$ cat src/rtl/toy_membus_arbiter.sv
// toy_membus_arbiter: shares one single-word memory bus between the icache fill port and the CPU data port
//
// Ports:
//   clk, reset           system clock; synchronous active-low reset
//   i_rd, i_addr         icache read request (level, held until i_ready) and word address
//   i_data, i_ready      icache read data and its one-cycle completion pulse
//   d_rd, d_wr           data-port read / write requests (level; write wins when both set)
//   d_addr, d_wdata      data-port word address and write data
//   d_rdata, d_ready     data-port read data (0 for writes) and its one-cycle completion pulse
//   mem_addr, mem_wdata  registered memory address and write data
//   mem_rd, mem_wr       registered memory strobes, held until mem_ready
//   mem_rdata, mem_ready memory read data and one-cycle completion pulse
//
// Build option: define TOY_MEMARB_RR_EN for round-robin arbitration of simultaneous
// requests; otherwise the data port always wins a tie.
module toy_membus_arbiter #(
    parameter int AW = 32,
    parameter int DW = 32
) (
    input  logic          clk,
    input  logic          reset,
    input  logic          i_rd,
    input  logic [AW-1:0] i_addr,
    output logic [DW-1:0] i_data,
    output logic          i_ready,
    input  logic          d_rd,
    input  logic          d_wr,
    input  logic [AW-1:0] d_addr,
    input  logic [DW-1:0] d_wdata,
    output logic [DW-1:0] d_rdata,
    output logic          d_ready,
    output logic [AW-1:0] mem_addr,
    output logic          mem_rd,
    output logic          mem_wr,
    output logic [DW-1:0] mem_wdata,
    input  logic [DW-1:0] mem_rdata,
    input  logic          mem_ready
);
    typedef enum logic [1:0] {S_IDLE, S_BUSY_I, S_BUSY_D, S_DONE} state_t;
    state_t        state_q, state_d;
    logic          last_q, last_d;
    logic [AW-1:0] mem_addr_q, mem_addr_d;
    logic [DW-1:0] mem_wdata_q, mem_wdata_d;
    logic          mem_rd_q, mem_rd_d;
    logic          mem_wr_q, mem_wr_d;
    logic          i_ready_q, i_ready_d;
    logic          d_ready_q, d_ready_d;
    logic [DW-1:0] i_data_q, i_data_d;
    logic [DW-1:0] d_rdata_q, d_rdata_d;
    logic          d_req;
    logic          d_wins;
    assign d_req = d_rd | d_wr;
`ifdef TOY_MEMARB_RR_EN
    // On a tie the port that was not granted last time goes first.
    assign d_wins = d_req & (~i_rd | ~last_q);
`else
    assign d_wins = d_req;
`endif
    always_comb begin
        state_d     = state_q;
        last_d      = last_q;
        mem_addr_d  = mem_addr_q;
        mem_wdata_d = mem_wdata_q;
        mem_rd_d    = mem_rd_q;
        mem_wr_d    = mem_wr_q;
        i_ready_d   = 1'b0;
        d_ready_d   = 1'b0;
        i_data_d    = i_data_q;
        d_rdata_d   = d_rdata_q;
        case (state_q)
            S_IDLE: begin
                if (d_wins) begin
                    mem_addr_d  = d_addr;
                    mem_wdata_d = d_wdata;
                    mem_wr_d    = d_wr;
                    mem_rd_d    = ~d_wr;
                    last_d      = 1'b1;
                    state_d     = S_BUSY_D;
                end else if (i_rd) begin
                    mem_addr_d = i_addr;
                    mem_rd_d   = 1'b1;
                    last_d     = 1'b0;
                    state_d    = S_BUSY_I;
                end
            end
            S_BUSY_I: begin
                if (mem_ready) begin
                    mem_rd_d  = 1'b0;
                    mem_wr_d  = 1'b0;
                    i_ready_d = 1'b1;
                    i_data_d  = mem_rdata;
                    state_d   = S_DONE;
                end
            end
            S_BUSY_D: begin
                if (mem_ready) begin
                    mem_rd_d  = 1'b0;
                    mem_wr_d  = 1'b0;
                    d_ready_d = 1'b1;
                    d_rdata_d = mem_wr_q ? '0 : mem_rdata;
                    state_d   = S_DONE;
                end
            end
            // Recovery cycle: a requester still holding its old request is not re-granted.
            S_DONE: state_d = S_IDLE;
            default: state_d = S_IDLE;
        endcase
    end
    always_ff @(posedge clk) begin
        if (!reset) begin
            state_q     <= S_IDLE;
            last_q      <= 1'b1;
            mem_addr_q  <= '0;
            mem_wdata_q <= '0;
            mem_rd_q    <= 1'b0;
            mem_wr_q    <= 1'b0;
            i_ready_q   <= 1'b0;
            d_ready_q   <= 1'b0;
            i_data_q    <= '0;
            d_rdata_q   <= '0;
        end else begin
            state_q     <= state_d;
            last_q      <= last_d;
            mem_addr_q  <= mem_addr_d;
            mem_wdata_q <= mem_wdata_d;
            mem_rd_q    <= mem_rd_d;
            mem_wr_q    <= mem_wr_d;
            i_ready_q   <= i_ready_d;
            d_ready_q   <= d_ready_d;
            i_data_q    <= i_data_d;
            d_rdata_q   <= d_rdata_d;
        end
    end
    assign mem_addr  = mem_addr_q;
    assign mem_wdata = mem_wdata_q;
    assign mem_rd    = mem_rd_q;
    assign mem_wr    = mem_wr_q;
    assign i_ready   = i_ready_q;
    assign d_ready   = d_ready_q;
    assign i_data    = i_data_q;
    assign d_rdata   = d_rdata_q;
endmodule

$ cat config.mk
export PLATFORM = sky130hd
export DESIGN_NAME = toy_membus_arbiter
export DESIGN_NICKNAME = d
export VERILOG_FILES = /design/src/rtl/toy_membus_arbiter.sv
export SDC_FILE = /design/constraint.sdc
export NUM_CORES = 1
export LEC_CHECK = 0
export CAP_MARGIN = 5
export CELL_PAD_IN_SITES_DETAIL_PLACEMENT = 1
export CELL_PAD_IN_SITES_GLOBAL_PLACEMENT = 1
export CORE_ASPECT_RATIO = 1.25
export CORE_MARGIN = 3
export CORE_UTILIZATION = 48
export DETAILED_ROUTE_END_ITERATION = 10
export DONT_BUFFER_PORTS = 1
export HOLD_SLACK_MARGIN = 0.08
export PLACE_DENSITY = 0.93
export REMOVE_ABC_BUFFERS = 1
export SKIP_CTS_REPAIR_TIMING = 1
export SYNTH_ARGS = -nofsm -noshare
export SYNTH_HDL_FRONTEND = slang
export SYNTH_SLANG_ARGS = --single-unit
$ cat constraint.sdc
create_clock -name clk -period 3.35 [get_ports clk]
set_input_delay 0.5025 -clock clk [delete_from_list [all_inputs] [get_ports clk]]
set_output_delay 0.5025 -clock clk [all_outputs]
set_load 0.02 [all_outputs]
### Word-level counts from Yosys, hierarchy flattened

Index checks and enable logic that the tools add are counted.

* register bits: 134
* bits in latches: 0
* bits in writable memories: 0
* memory bits (read-only): 0
* bits of input ports: 134
* output and inout port bits: 132
* word-level logic and storage cells: 44
* memories: 0

* add/subtract/negate cells: 0
* multipliers: 0
* divide/modulo/power cells: 0
* $lt $le $gt $ge: 0
* equality and inequality tests: 6
* shifts and indexed selects: 0
* multiplexer cells: 14
* bitwise operators: 2
* reductions and logical operators: 13

Operators by type and width (number)
* 32-bit two-way mux: 3
* 2-bit AND reduction: 7
* 2-bit two-way mux: 3
* 2-bit one-hot mux with 3 select lines: 1
* 3-bit AND reduction: 2
* 1-bit two-way mux: 5
* 2-bit == test (second input constant): 2
* 1-bit one-hot mux with 2 select lines: 2
* 2-bit nonzero test: 2
* 3-bit inequality test (second input constant): 1
* 2-bit by 1-bit == test with 1-bit output (second input constant): 1
* 2-bit logical NOT: 1
* 2-bit by 1-bit inequality test with 1-bit output (second input constant): 1
* 2-bit inequality test (second input constant): 1
* 2-bit OR reduction: 1
* 1-bit NOT: 1
* 1-bit bitwise OR: 1

### Logic depth before layout (Yosys ltp)

* word-level depth: 4
* depth in mapped cells: 7
* mapped depth without buffers: 5

### Worst setup path before layout

No wires, ideal clock.

* path kind: register to register
* start point: register state_q[0]
* end point: register state_q[1]
* setup time: 0.070 ns
* arrival time: 1.532 ns
* data required time: 3.280 ns
* path slack: 1.748 ns
* stages on the path, launching flop included: 6
* path buffers: 0
* period minus slack after synthesis: 1.602 ns
* path through: dfxtp_1 inv_1 ha_1 nor2b_1 or4_1 a21boi_1

* word-level cells in the longest chain between the ends: 4
* elaborated cells on any way between the ends: 9
* classes of those cells: 5 x eq/ne; 1 x mux; 3 x reduce/logical

Ends and longest elaborated chain
* from (decl): line 40 `state_t state_q, state_d;`
* from (signal assigned): line 122 `state_q <= state_d;`
* 2-bit == test or 2-bit by 1-bit == test with 1-bit output (tied branches): line 70 `case (state_q)`
* 2-bit OR reduction (no source line)
* 2-bit by 1-bit inequality test with 1-bit output (no source line)
* 2-bit AND reduction (no source line)

Several ways; a longest one is shown, not always the timed one.
A chain may end at the register's enable or synchronous reset.

### Worst setup path after layout

* start point: register state_q[1]
* end point: register mem_addr_q[20] (netlist: mem_addr[20])

* word-level cells in the longest chain between the ends: 2

Ends and longest elaborated chain
* 2-bit logical NOT
* 2-bit AND reduction (no source line)
* to (signal assigned): line 124 `mem_addr_q <= mem_addr_d;`
* to (decl): line 42 `logic [AW-1:0] mem_addr_q, mem_addr_d;`

No other way between the ends.

==> key figures <==
STA
  • Min cycle time layout: 2.13 ns
  • F_max: roughly 0.47 GHz
  • RSZ-0062 raised after global routing: false
  • Post-route setup TNS: 0 ns
  • Final Hold Viols: 0
  • Rel. slew slack: 0.211
  • Final setup viols: 0
  • Crit share post-route: 0.635
  • Worst slew pin tran: between 1 and 1.5 ns
  • Final Max Tran Viols: 0
  • Setup Skew: around 0.0075 ns

Placed design
  • Input/output buffers: 0
  • Post-DP HPWL: 9.29 mm
  • RePlAce Congestion: roughly 0.8
  • Placed cell count: 623

Route
  • WL met1: approximately 4.7 mm
  • Met2 wire length: 6.80 mm
  • Met3 WL post-DR: ~1.4 mm
  • DR WL/cell: 20.4 um
  • Detail Route Antenna Nets: 0
  • Drt first pass iters: 4
  • DRT Wirelength: 13.3 mm
  • Initial drt markers: about 120
  • Number of vias per cell: between 5 and 6
  • Highest metal used: met4
  • Remaining DRCs: 0
  • Via count: around 3800

CTS
  • Clock root buffer: clkbuf_16
  • CTS Sinks: 134
  • Total CTS buffers: 17
  • Clock-pin transition on the worst setup and hold timing paths: ~0.06 ns
  • CTS tree: yes
  • Clock Latency Late Sink: approximately 0.4 ns
  • Maximum clock path buffer count: 2
  • CTS H-tree lvls: 4

Pwr
  • Leak: roughly 0.0021 uW
  • Pwr dens: 956 nW/um^2
  • Clock Power Share: 0.358
  • NetSw: about 1900 uW
  • Switching share of total power: 0.351
  • Worst VDD drop: 0.402 mV
  • Pint: roughly 3500 uW
  • Sequential share of power: 0.475
  • Combinational group share of total power: 0.167

Logic synthesis
  • Synth Warn #: 0
  • Mapped Area: ~5000 sq um
  • Post-Syn Area per Cell: about 9.5 sq um
  • Unique masters post-synth: 33
  • Post-synthesis sequential area ratio: 0.528
  • Post-synth EDFFs: 0
  • Synth Instances: around 530
  • FF+latch count, synth: 134
  • Ys flop type: dfxtp_1
  • FFs w/ async S/R, synth: 0

Final layout
  • Share of cells above drive strength 1: 0.0744
  • Filler cells: roughly 1100
  • Most common cell after layout, fill and taps aside: dfxtp_1
  • Register area: between 2000 and 3000 sq um
  • Area of the multi-input gates: approximately 2100 sq um
  • Antenna cells: 0
  • Area growth syn-to-layout: 11.2%
  • Total Nets Final: 651
  • Commonest non-fill, non-tap cells in the layout: 134 x dfxtp_1, 130 x nand2_1, 53 x a21boi_0, 33 x a21oi_1
  • Non-Filler Instances: 653

Floorplan
  • Die area: approximately 12000 sq um
  • Horiz. Die Dim: 98.0 um
  • Core area: around 10000 sq um
  • Top-level port count: ~270
  • Die Ht: 121 um
  • Initial core utilization: 0.497
  • # rows: 41

Hold path
  • Worst hold path type: in2reg

Job
  • Max Cap Viol: 0

Setup path
  • FF-to-FF End: mem_addr[20]
  • CP endpoint kind: flop
  • Setup crit end: mem_addr[20]
  • CP max FO: 64
  • Reg2Reg Setup Slack: 1.22 ns
  • Crit Path Class: reg2reg
  • Crit start category: flop
  • Reg-to-reg startpoint: state_q[1]
  • WP data required: about 3.7 ns
  • CP Data Arrival Time: roughly 2.5 ns
  • Reg2Reg Depth: 5
  • CP Launch Point: state_q[1]

GRT
  • Number of global-route vias before repair: between 4000 and 5000
  • Largest net degree at the start of global routing: about 110
  • Total grt overflow: 0
  • First-pass GRT wire length: ~21 mm
  • Antenna violations before repair: 0
  • Gr usage total: 0.219

Outcome
  • Outcome: finished, final reports clean
==> how the worst min path moves through the flow <==
stage,from,endpoint,slack (ns),cells past startpoint
6_report,mem_rdata[5],d_rdata[5],0.22,1
5_1_grt,mem_rdata[12],d_rdata[12],0.20,1
4_1_cts,mem_rdata[12],d_rdata[12],0.21,1
3_5_place_dp,state_q[1],state_q[1],0.52,2
3_3_place_gp,state_q[1],state_q[1],0.48,2
2_1_floorplan,state_q[1],state_q[1],0.47,2
==> synthesized netlist by cell type (2+ instances only) <==
cell | count | area, sq um
ha_1 | 4 | 50.1
inv_1 | 4 | 15.0
o21ai_1 | 10 | 50.1
o21ai_0 | 25 | 125
buf_4 | 7 | 52.6
nor2_1 | 2 | 7.51
o31ai_1 | 2 | 15.0
nor2b_1 | 2 | 12.5
a21boi_0 | 53 | 398
buf_6 | 3 | 33.8
and3_1 | 2 | 12.5
dfxtp_1 | 134 | 2680
mux2i_1 | 32 | 320
a21boi_1 | 13 | 97.6
a21oi_1 | 33 | 165
clkbuf_1 | 14 | 52.6
nand2_1 | 130 | 488
buf_2 | 17 | 85.1
a22o_1 | 32 | 280
and2_1 | 2 | 12.5
==> power groups by stage <==
stage	Combinational [uW]	Clock (uW)	Sequential [uW]
global placement	830	0	2590
finish	901	1930	2560
detailed placement	911	0	2600
CTS	921	1970	2570
floorplan	681	0	2500
global route	1030	2050	2600
==> through the flow <==
stage / hold slack (ns) / worst slack, ns / util / cell area (sq um) / power, uW
2_1_floorplan: 0.469 / 1.19 / - / 4840 / 3180
3_3_place_gp: 0.480 / 1.41 / 0.493 / 5030 / 3420
3_5_place_dp: 0.524 / 1.21 / 0.493 / 5030 / 3510
4_1_cts: 0.208 / 1.19 / 0.553 / 5650 / 5460
5_1_grt: 0.204 / 0.972 / 0.553 / 5650 / 5680
6_report: 0.224 / 1.22 / 0.553 / 5650 / 5400
==> critical path, cell delays in order (launching register included) <==
cell and delay, ns:
dfxtp_1 0.32, inv_1 0.11, ha_1 0.30, o31a_2 0.90
o21ai_0 0.23, a21oi_1 0.17
==> cell families (layout without fill, tap and decap cells) <==
| kind of cell | after synthesis | after routing | share of synthesized area |
|---|---|---|---|
| fa+ha+maj | 4 | 4 | 0.00986 |
| simple gates | 143 | 143 | 0.116 |
| compound gates | 174 | 174 | 0.233 |
| flops | 134 | 134 | 0.528 |
| buf+inv | 47 | 37 | 0.0495 |
| mux | 32 | 32 | 0.0631 |
==> state kept, by name, indices dropped and copies added (netlist names) <==
name / count
mem_wr: 1
mem_wdata: 32
state_q: 2
mem_rd: 1
d_rdata: 32
mem_addr: 32
d_ready: 1
i_data: 32
i_ready: 1
==> cell type report <==
type,count,share of cell area
clock buffers,18,0.0778
clock inverters,12,0.0317
inverters,4,0.00266
multi-input cells,353,0.380
flip-flops and latches,134,0.475
well taps,129,0.0286
repair buffers,3,0.00399
==> metal layers <==
metal,global-route usage,vias up
li1,-,1794
met3,0.0960,27
met4,0.106,0
met2,0.385,188
met1,0.221,1792
met5,0,-
Note: power is estimated with default switching activity, not from simulation.
